**config.mk**
```make
export PLATFORM = sky130hd
export DESIGN_NAME = uart_rx_ctrl
export DESIGN_NICKNAME = d
export VERILOG_FILES = /design/src/rtl/uart_pkg.sv /design/src/rtl/sync_fifo.sv /design/src/rtl/uart_rx_ctrl.sv
export SDC_FILE = /design/constraint.sdc
export NUM_CORES = 1
export LEC_CHECK = 0
export CORE_MARGIN = 4
export CORE_UTILIZATION = 59
export CTS_BUF_LIST = sky130_fd_sc_hd__clkbuf_2 sky130_fd_sc_hd__clkbuf_4 sky130_fd_sc_hd__clkbuf_8
export DETAILED_ROUTE_END_ITERATION = 8
export GPL_TIMING_DRIVEN = 0
export PLACE_DENSITY = 0.82
export SYNTH_ARGS = -nofsm -noshare
export SYNTH_HDL_FRONTEND = slang
export SYNTH_SLANG_ARGS = --single-unit
```
**constraint.sdc**
```tcl
create_clock -name clk -period 3.24 [get_ports clk]
set_clock_uncertainty 0.2 [all_clocks]
set_input_delay 0.648 -clock clk [delete_from_list [all_inputs] [get_ports clk]]
set_output_delay 0.648 -clock clk [all_outputs]
set_load 0.05 [all_outputs]
```
**src/rtl/uart_pkg.sv**
```systemverilog
// Shared UART definitions: global data width, receive-controller defaults,
// FSM state encoding and small helpers used across the UART blocks.
// No ports; imported by the UART RTL and its benches.
`timescale 1ns/1ps
`ifndef NUM_DATA_BITS
`define NUM_DATA_BITS 8
`endif

package uart_pkg;

   // Global frame width, shared with the rest of the UART.
   localparam int UART_DATA_BITS     = `NUM_DATA_BITS;

   // Receive-controller defaults.
   localparam int RX_FIFO_DEPTH_DEF  = 8;
   localparam int RX_HOLD_CYCLES_DEF = 32;
   localparam int ERR_COUNT_W        = 8;

   typedef enum logic [1:0] {
      ST_DISABLED = 2'd0,
      ST_ARM      = 2'd1,
      ST_CAPTURE  = 2'd2,
      ST_RECOVER  = 2'd3
   } rx_state_t;

   // Increment that sticks at all-ones instead of wrapping.
   function automatic logic [ERR_COUNT_W-1:0] sat_inc(input logic [ERR_COUNT_W-1:0] v);
      return (&v) ? v : v + 1'b1;
   endfunction

endpackage

```
**src/rtl/sync_fifo.sv**
```systemverilog
// Synchronous FIFO, power-of-two depth, combinational head read.
// Latency: pushed entry is visible at rd_data the cycle after the push; pop takes effect at the clock edge.
// Backpressure: push while full is accepted only with a same-cycle pop, otherwise dropped; pop while empty is ignored.
// Ports: clk/rst_n, wr_en/wr_data (push), rd_en/rd_data (pop/head), empty, full, count (0..DEPTH).
`timescale 1ns/1ps
module sync_fifo #(
   parameter int WIDTH = 8,
   parameter int DEPTH = 8
) (
   input  logic                     clk,
   input  logic                     rst_n,
   input  logic                     wr_en,
   input  logic [WIDTH-1:0]         wr_data,
   input  logic                     rd_en,
   output logic [WIDTH-1:0]         rd_data,
   output logic                     empty,
   output logic                     full,
   output logic [$clog2(DEPTH):0]   count
);

   localparam int AW = $clog2(DEPTH);
   localparam logic [AW:0] FULL_CNT = (AW+1)'(DEPTH);

   logic [WIDTH-1:0] mem [DEPTH];
   logic [AW-1:0]    wr_ptr;
   logic [AW-1:0]    rd_ptr;
   logic [AW:0]      cnt;
   logic             do_push;
   logic             do_pop;

   assign empty   = (cnt == '0);
   assign full    = (cnt == FULL_CNT);
   assign count   = cnt;
   assign rd_data = mem[rd_ptr];

   // A full FIFO can still take a write when the head leaves in the same cycle.
   assign do_pop  = rd_en && !empty;
   assign do_push = wr_en && (!full || do_pop);

   always_ff @(posedge clk) begin
      if (do_push) begin
         mem[wr_ptr] <= wr_data;
      end
   end

   // Pointers are exactly AW bits wide, so wrap modulo DEPTH is free.
   always_ff @(posedge clk or negedge rst_n) begin
      if (!rst_n) begin
         wr_ptr <= '0;
         rd_ptr <= '0;
         cnt    <= '0;
      end else begin
         if (do_push) wr_ptr <= wr_ptr + 1'b1;
         if (do_pop)  rd_ptr <= rd_ptr + 1'b1;
         case ({do_push, do_pop})
            2'b10:   cnt <= cnt + 1'b1;
            2'b01:   cnt <= cnt - 1'b1;
            default: cnt <= cnt;
         endcase
      end
   end

endmodule

```
**src/rtl/uart_rx_ctrl.sv**
```systemverilog
// UART receive controller: syncs receiver done/error, captures bytes into a FIFO, resets the receiver between frames.
// Latency: done edge to FIFO push is 4 clk (2-flop sync, edge detect, CAPTURE); rx_enable then low for HOLD_CYCLES.
// Backpressure: none toward the receiver; a byte arriving to a full FIFO without a same-cycle pop is dropped and flagged.
// Ports: en/clr_status (software), rx_done/rx_error/rx_data (receiver in), rx_enable (receiver out),
//        rd_en/rd_data/empty/full/count (consumer), overflow/err_count (status).
`timescale 1ns/1ps
module uart_rx_ctrl
   import uart_pkg::*;
#(
   parameter int FIFO_DEPTH  = RX_FIFO_DEPTH_DEF,
   parameter int HOLD_CYCLES = RX_HOLD_CYCLES_DEF,
   parameter int DATA_BITS   = `NUM_DATA_BITS
) (
   input  logic                          clk,
   input  logic                          rst_n,
   input  logic                          en,
   input  logic                          clr_status,
   input  logic                          rx_done,
   input  logic                          rx_error,
   input  logic [DATA_BITS-1:0]          rx_data,
   output logic                          rx_enable,
   input  logic                          rd_en,
   output logic [DATA_BITS-1:0]          rd_data,
   output logic                          empty,
   output logic                          full,
   output logic [$clog2(FIFO_DEPTH):0]   count,
   output logic                          overflow,
   output logic [ERR_COUNT_W-1:0]        err_count
);

   localparam int HW = $clog2(HOLD_CYCLES + 1);

   rx_state_t         state_q, state_nxt;
   logic [HW-1:0]     hold_q;
   logic [2:0]        done_sync;
   logic [2:0]        err_sync;
   logic              done_edge;
   logic              err_edge;
   logic              push_req;
   logic              err_inc;
   logic              hold_load;
   logic              ovf_set;

   // Stages [0],[1] are the synchronizer; [2] is the previous value for edge detection.
   always_ff @(posedge clk or negedge rst_n) begin
      if (!rst_n) begin
         done_sync <= '0;
         err_sync  <= '0;
      end else begin
         done_sync <= {done_sync[1:0], rx_done};
         err_sync  <= {err_sync[1:0],  rx_error};
      end
   end

   assign done_edge = done_sync[1] && !done_sync[2];
   assign err_edge  = err_sync[1]  && !err_sync[2];

   always_ff @(posedge clk or negedge rst_n) begin
      if (!rst_n) state_q <= ST_DISABLED;
      else        state_q <= state_nxt;
   end

   // rx_enable stays high through CAPTURE so the receiver-off window is exactly the RECOVER hold.
   always_comb begin
      state_nxt = state_q;
      rx_enable = 1'b0;
      push_req  = 1'b0;
      err_inc   = 1'b0;
      hold_load = 1'b0;
      case (state_q)
         ST_DISABLED: begin
            if (en) state_nxt = ST_ARM;
         end
         ST_ARM: begin
            rx_enable = 1'b1;
            if (err_edge) begin
               // Error beats a coincident done: the byte is not trusted.
               err_inc   = 1'b1;
               hold_load = 1'b1;
               state_nxt = ST_RECOVER;
            end else if (done_edge) begin
               state_nxt = ST_CAPTURE;
            end else if (!en) begin
               state_nxt = ST_DISABLED;
            end
         end
         ST_CAPTURE: begin
            rx_enable = 1'b1;
            push_req  = 1'b1;
            hold_load = 1'b1;
            state_nxt = ST_RECOVER;
         end
         ST_RECOVER: begin
            if (hold_q == '0) state_nxt = en ? ST_ARM : ST_DISABLED;
         end
         default: state_nxt = ST_DISABLED;
      endcase
   end

   // Loaded with HOLD_CYCLES-1 so RECOVER lasts HOLD_CYCLES cycles including the terminal zero.
   always_ff @(posedge clk or negedge rst_n) begin
      if (!rst_n) begin
         hold_q <= '0;
      end else if (hold_load) begin
         hold_q <= HW'(HOLD_CYCLES - 1);
      end else if (state_q == ST_RECOVER && hold_q != '0) begin
         hold_q <= hold_q - 1'b1;
      end
   end

   assign ovf_set = push_req && full && !rd_en;

   always_ff @(posedge clk or negedge rst_n) begin
      if (!rst_n) begin
         overflow  <= 1'b0;
         err_count <= '0;
      end else if (clr_status) begin
         overflow  <= 1'b0;
         err_count <= '0;
      end else begin
         if (ovf_set) overflow  <= 1'b1;
         if (err_inc) err_count <= sat_inc(err_count);
      end
   end

   sync_fifo #(
      .WIDTH (DATA_BITS),
      .DEPTH (FIFO_DEPTH)
   ) u_fifo (
      .clk     (clk),
      .rst_n   (rst_n),
      .wr_en   (push_req),
      .wr_data (rx_data),
      .rd_en   (rd_en),
      .rd_data (rd_data),
      .empty   (empty),
      .full    (full),
      .count   (count)
   );

endmodule

```
==> results.json, run 1 <==
{
  "status": "finished, final reports clean",
  "clk_latency_ps": 340,
  "max_freq_ghz": 0.322,
  "overflow": 0,
  "r2r-end": "u_fifo.count[3]$_DFFE_PN0P_",
  "netlist.top_cell.by_area": "edfxtp_1",
  "grt_usage_pct": 18.4,
  "netlist_area_sq_um": 4130,
  "cts_root_buf": "clkbuf_8",
  "synth_common_cells": "edfxtp_1, dfrtp_1, nand2_1, nor2_1, mux4_2",
  "power_leakage_nw": 1.78,
  "synth_area_per_cell_sq_um": 15.6,
  "htreeDepth": 3,
  "worstSetupStartpoint": "u_fifo.rd_ptr[0]$_DFFE_PN0P_",
  "grt_pass1_vias": 2307,
  "rr_startpoint": "state_q[0]$_DFFE_PN0P_",
  "post_cts_buffers": 0,
  "cap_violations": 0,
  "crit_chain": "buf_4, buf_8, mux4_2, mux2_2, clkdlybuf4s15_2",
  "wirelength_microns": 7160,
  "path_class": "register to output port",
  "grt_pass1_wl_microns": 11800,
  "ant_nets": 0,
  "dieHeight_microns": 91.6,
  "cts_sinks": 97,
  "finalSetupTns_ps": 0,
  "cp_num_buf_inv": 3,
  "rows": 30,
  "die-area_sq_um": 8400,
  "cp-start-kind": "register",
  "synth_cell_type_count": 44,
  "rsz0062_at_grt": "no",
  "synthFlopType": "edfxtp_1",
  "num-nets-final": 339,
  "drive_above_1_share_pct": 19.9,
  "numCtsBuffers": 9,
  "hold_violations": 0,
  "rrSetupSlack_ps": 450,
  "avgRoutedWirePerCell_microns": 17.4,
  "critPathTopFamily": "multiplexers",
  "synth_top_area_share_pct": 46.6,
  "fill_cells": 448,
  "worst-endpoint-required_ps": 2390,
  "period_share_pct": 95.9,
  "synthesis.nets": 292,
  "io_pins": 39,
  "synth.most_common_cell": "edfxtp_1",
  "crit_arrival_ps": 2260,
  "hpwl_microns": 4840,
  "slew_headroom_pct": 39.5,
  "place.gp.congestion": 0.809,
  "synth_seq_area_share_pct": 66.6,
  "finalSetupViolCount": 0,
  "die_w_microns": 91.6,
  "vias_per_cell": 5.46,
  "areaGrowthSynthToFinish_pct": 17.6,
  "multiInputGateArea_sq_um": 1360,
  "hold_ws_ps": 152,
  "worstRegToRegCells": 10,
  "vdd_drop_max_v": 0.000717,
  "crit_cells": 5,
  "ys_ff_latch": 97,
  "start_util_pct": 60.7,
  "min_period_ps": 3110,
  "synthTopCellsByArea": "edfxtp_1, dfrtp_1, mux4_2",
  "netlist_instances": 264,
  "core-area_sq_um": 6790,
  "drt_iter0_markers": 63,
  "cts_hold_buf": 0,
  "cp-endpoint": "rd_data[0]",
  "async_flop_share_pct": 34.0,
  "insertedDiodeCount": 0,
  "cts_tree": "yes",
  "synth_warnings": 0,
  "slowest_delay_ps": 500,
  "worstMarginPinSlew_ps": 904,
  "antenna_found_initial": 0,
  "port_buffers": 37,
  "drc": 0,
  "vias": 2248,
  "drv_slew": 0,
  "synth_edf_count": 64,
  "powerDensity_nw_per_um2": 857,
  "min_path_type": "register to register",
  "cp_max_fo": 10,
  "endpoint_kind": "output port",
  "clkTransAtPathRegs_ps": 90,
  "grt_max_degree": 34,
  "final-seq-area_sq_um": 2750,
  "cts_buffer_depth": 2,
  "cts-resized-gates": 21,
  "crit_slowest_cell": "mux4_2",
  "first_pass_iters": 4
}
-- layout by cell type, fill, tap and decap left out, types with 2 or more instances in the layout --
cell,synthesis,layout
clkbuf_2,0,5
o2111ai_1,2,2
o21ai_1,3,3
o21ai_0,4,4
clkdlybuf4s50_1,0,28
nand2b_1,8,8
xnor2_1,7,7
mux2_2,8,8
clkinv_4,0,3
xor2_1,8,8
and3_1,3,3
nand2_1,21,21
or3_1,2,2
buf_1,3,2
nor4_1,3,2
clkdlybuf4s15_2,0,4
inv_1,8,8
o211ai_1,5,5
dfrtp_1,33,32
clkinvlp_4,0,2
clkbuf_8,0,9
mux2i_1,2,2
a21oi_1,4,4
nor2_1,19,19
mux4_2,16,16
nand3_1,3,3
nor3_2,1,3
ha_1,12,12
edfxtp_1,64,64
inv_2,2,2
-- report_power, final --
part	internal [mW]	switching (mW)	leakage, nW	total (mW)
Sequential	1.48	0.180	0.980	1.66
Clock	0.363	0.406	0.0960	0.769
Combinational	0.706	1.02	0.702	1.73
-- final cells by class --
class / count / share of cell area [%]
Timing Repair Buffer: 37 / 7.22
Multi-Input combinational cell: 151 / 28.0
Sequential cell: 97 / 56.7
Clock inverter: 7 / 1.65
Tap cell: 96 / 2.48
Buffer: 5 / 0.722
Clock buffer: 9 / 2.55
Inverter: 10 / 0.774
-- metrics by stage --
step	power [mW]	instances	utilization (%)	area, sq um	setup WS [ps]
3_5_place_dp	3.46	397	68.3	4640	-362
2_1_floorplan	2.97	264	-	4160	35.7
5_1_grt	4.40	412	71.4	4850	6.54
6_report	4.16	412	71.4	4850	132
3_3_place_gp	3.41	397	68.4	4650	-313
4_1_cts	4.20	412	71.4	4850	4.42
-- cell families (layout without fill, tap and decap cells) --
logic type,after synthesis,in the layout,synth area share [%]
mux,27,27,11.7
buf+inv,16,68,1.52
compound gates,25,25,4.12
flops,97,97,66.6
simple gates,71,71,8.79
fa+ha+maj,13,13,4.12
xor+xnor,15,15,3.18
-- how the worst min path moves through the flow --
stage / start / to / depth (start not counted)
finish: err_sync[0]$_DFF_PN0_ / err_sync[1]$_DFF_PN0_ / 0
global route: done_sync[0]$_DFF_PN0_ / done_sync[1]$_DFF_PN0_ / 0
CTS: err_sync[0]$_DFF_PN0_ / err_sync[1]$_DFF_PN0_ / 0
detailed placement: err_sync[0]$_DFF_PN0_ / err_sync[1]$_DFF_PN0_ / 0
global placement: done_sync[0]$_DFF_PN0_ / done_sync[1]$_DFF_PN0_ / 0
floorplan: done_sync[0]$_DFF_PN0_ / done_sync[1]$_DFF_PN0_ / 0
-- flip-flops by register name, summed over array words and instances (netlist names), named ones only --
register	count
err_count	8
u_fifo.wr_ptr	3
state_q	1
hold_q	6
done_sync	3
u_fifo.count	4
err_sync	3
overflow	1
u_fifo.rd_ptr	3
u_fifo.mem	64
-- metal layers --
layer  up-vias  wire length, microns  track usage, %
li1       1079                     -               -
met1      1127                  3250            25.3
met2        35                  3620            30.7
met3         7                   217            3.04
met4         0                    63            5.28
met5         -                     0               0
Power figures use the tool's default switching activity.
==> inputs of run 2 (changes only) <==
--- a/config.mk
+++ b/config.mk
@@ -7,7 +7,7 @@
 export LEC_CHECK = 0
 export CORE_MARGIN = 4
 export CORE_UTILIZATION = 59
-export CTS_BUF_LIST = sky130_fd_sc_hd__clkbuf_2 sky130_fd_sc_hd__clkbuf_4 sky130_fd_sc_hd__clkbuf_8
+export CTS_BUF_LIST = sky130_fd_sc_hd__clkbuf_8
 export DETAILED_ROUTE_END_ITERATION = 8
 export GPL_TIMING_DRIVEN = 0
 export PLACE_DENSITY = 0.82
==> results of run 2 <==
Final layout, timing and power as in run 1 (identical DEF).
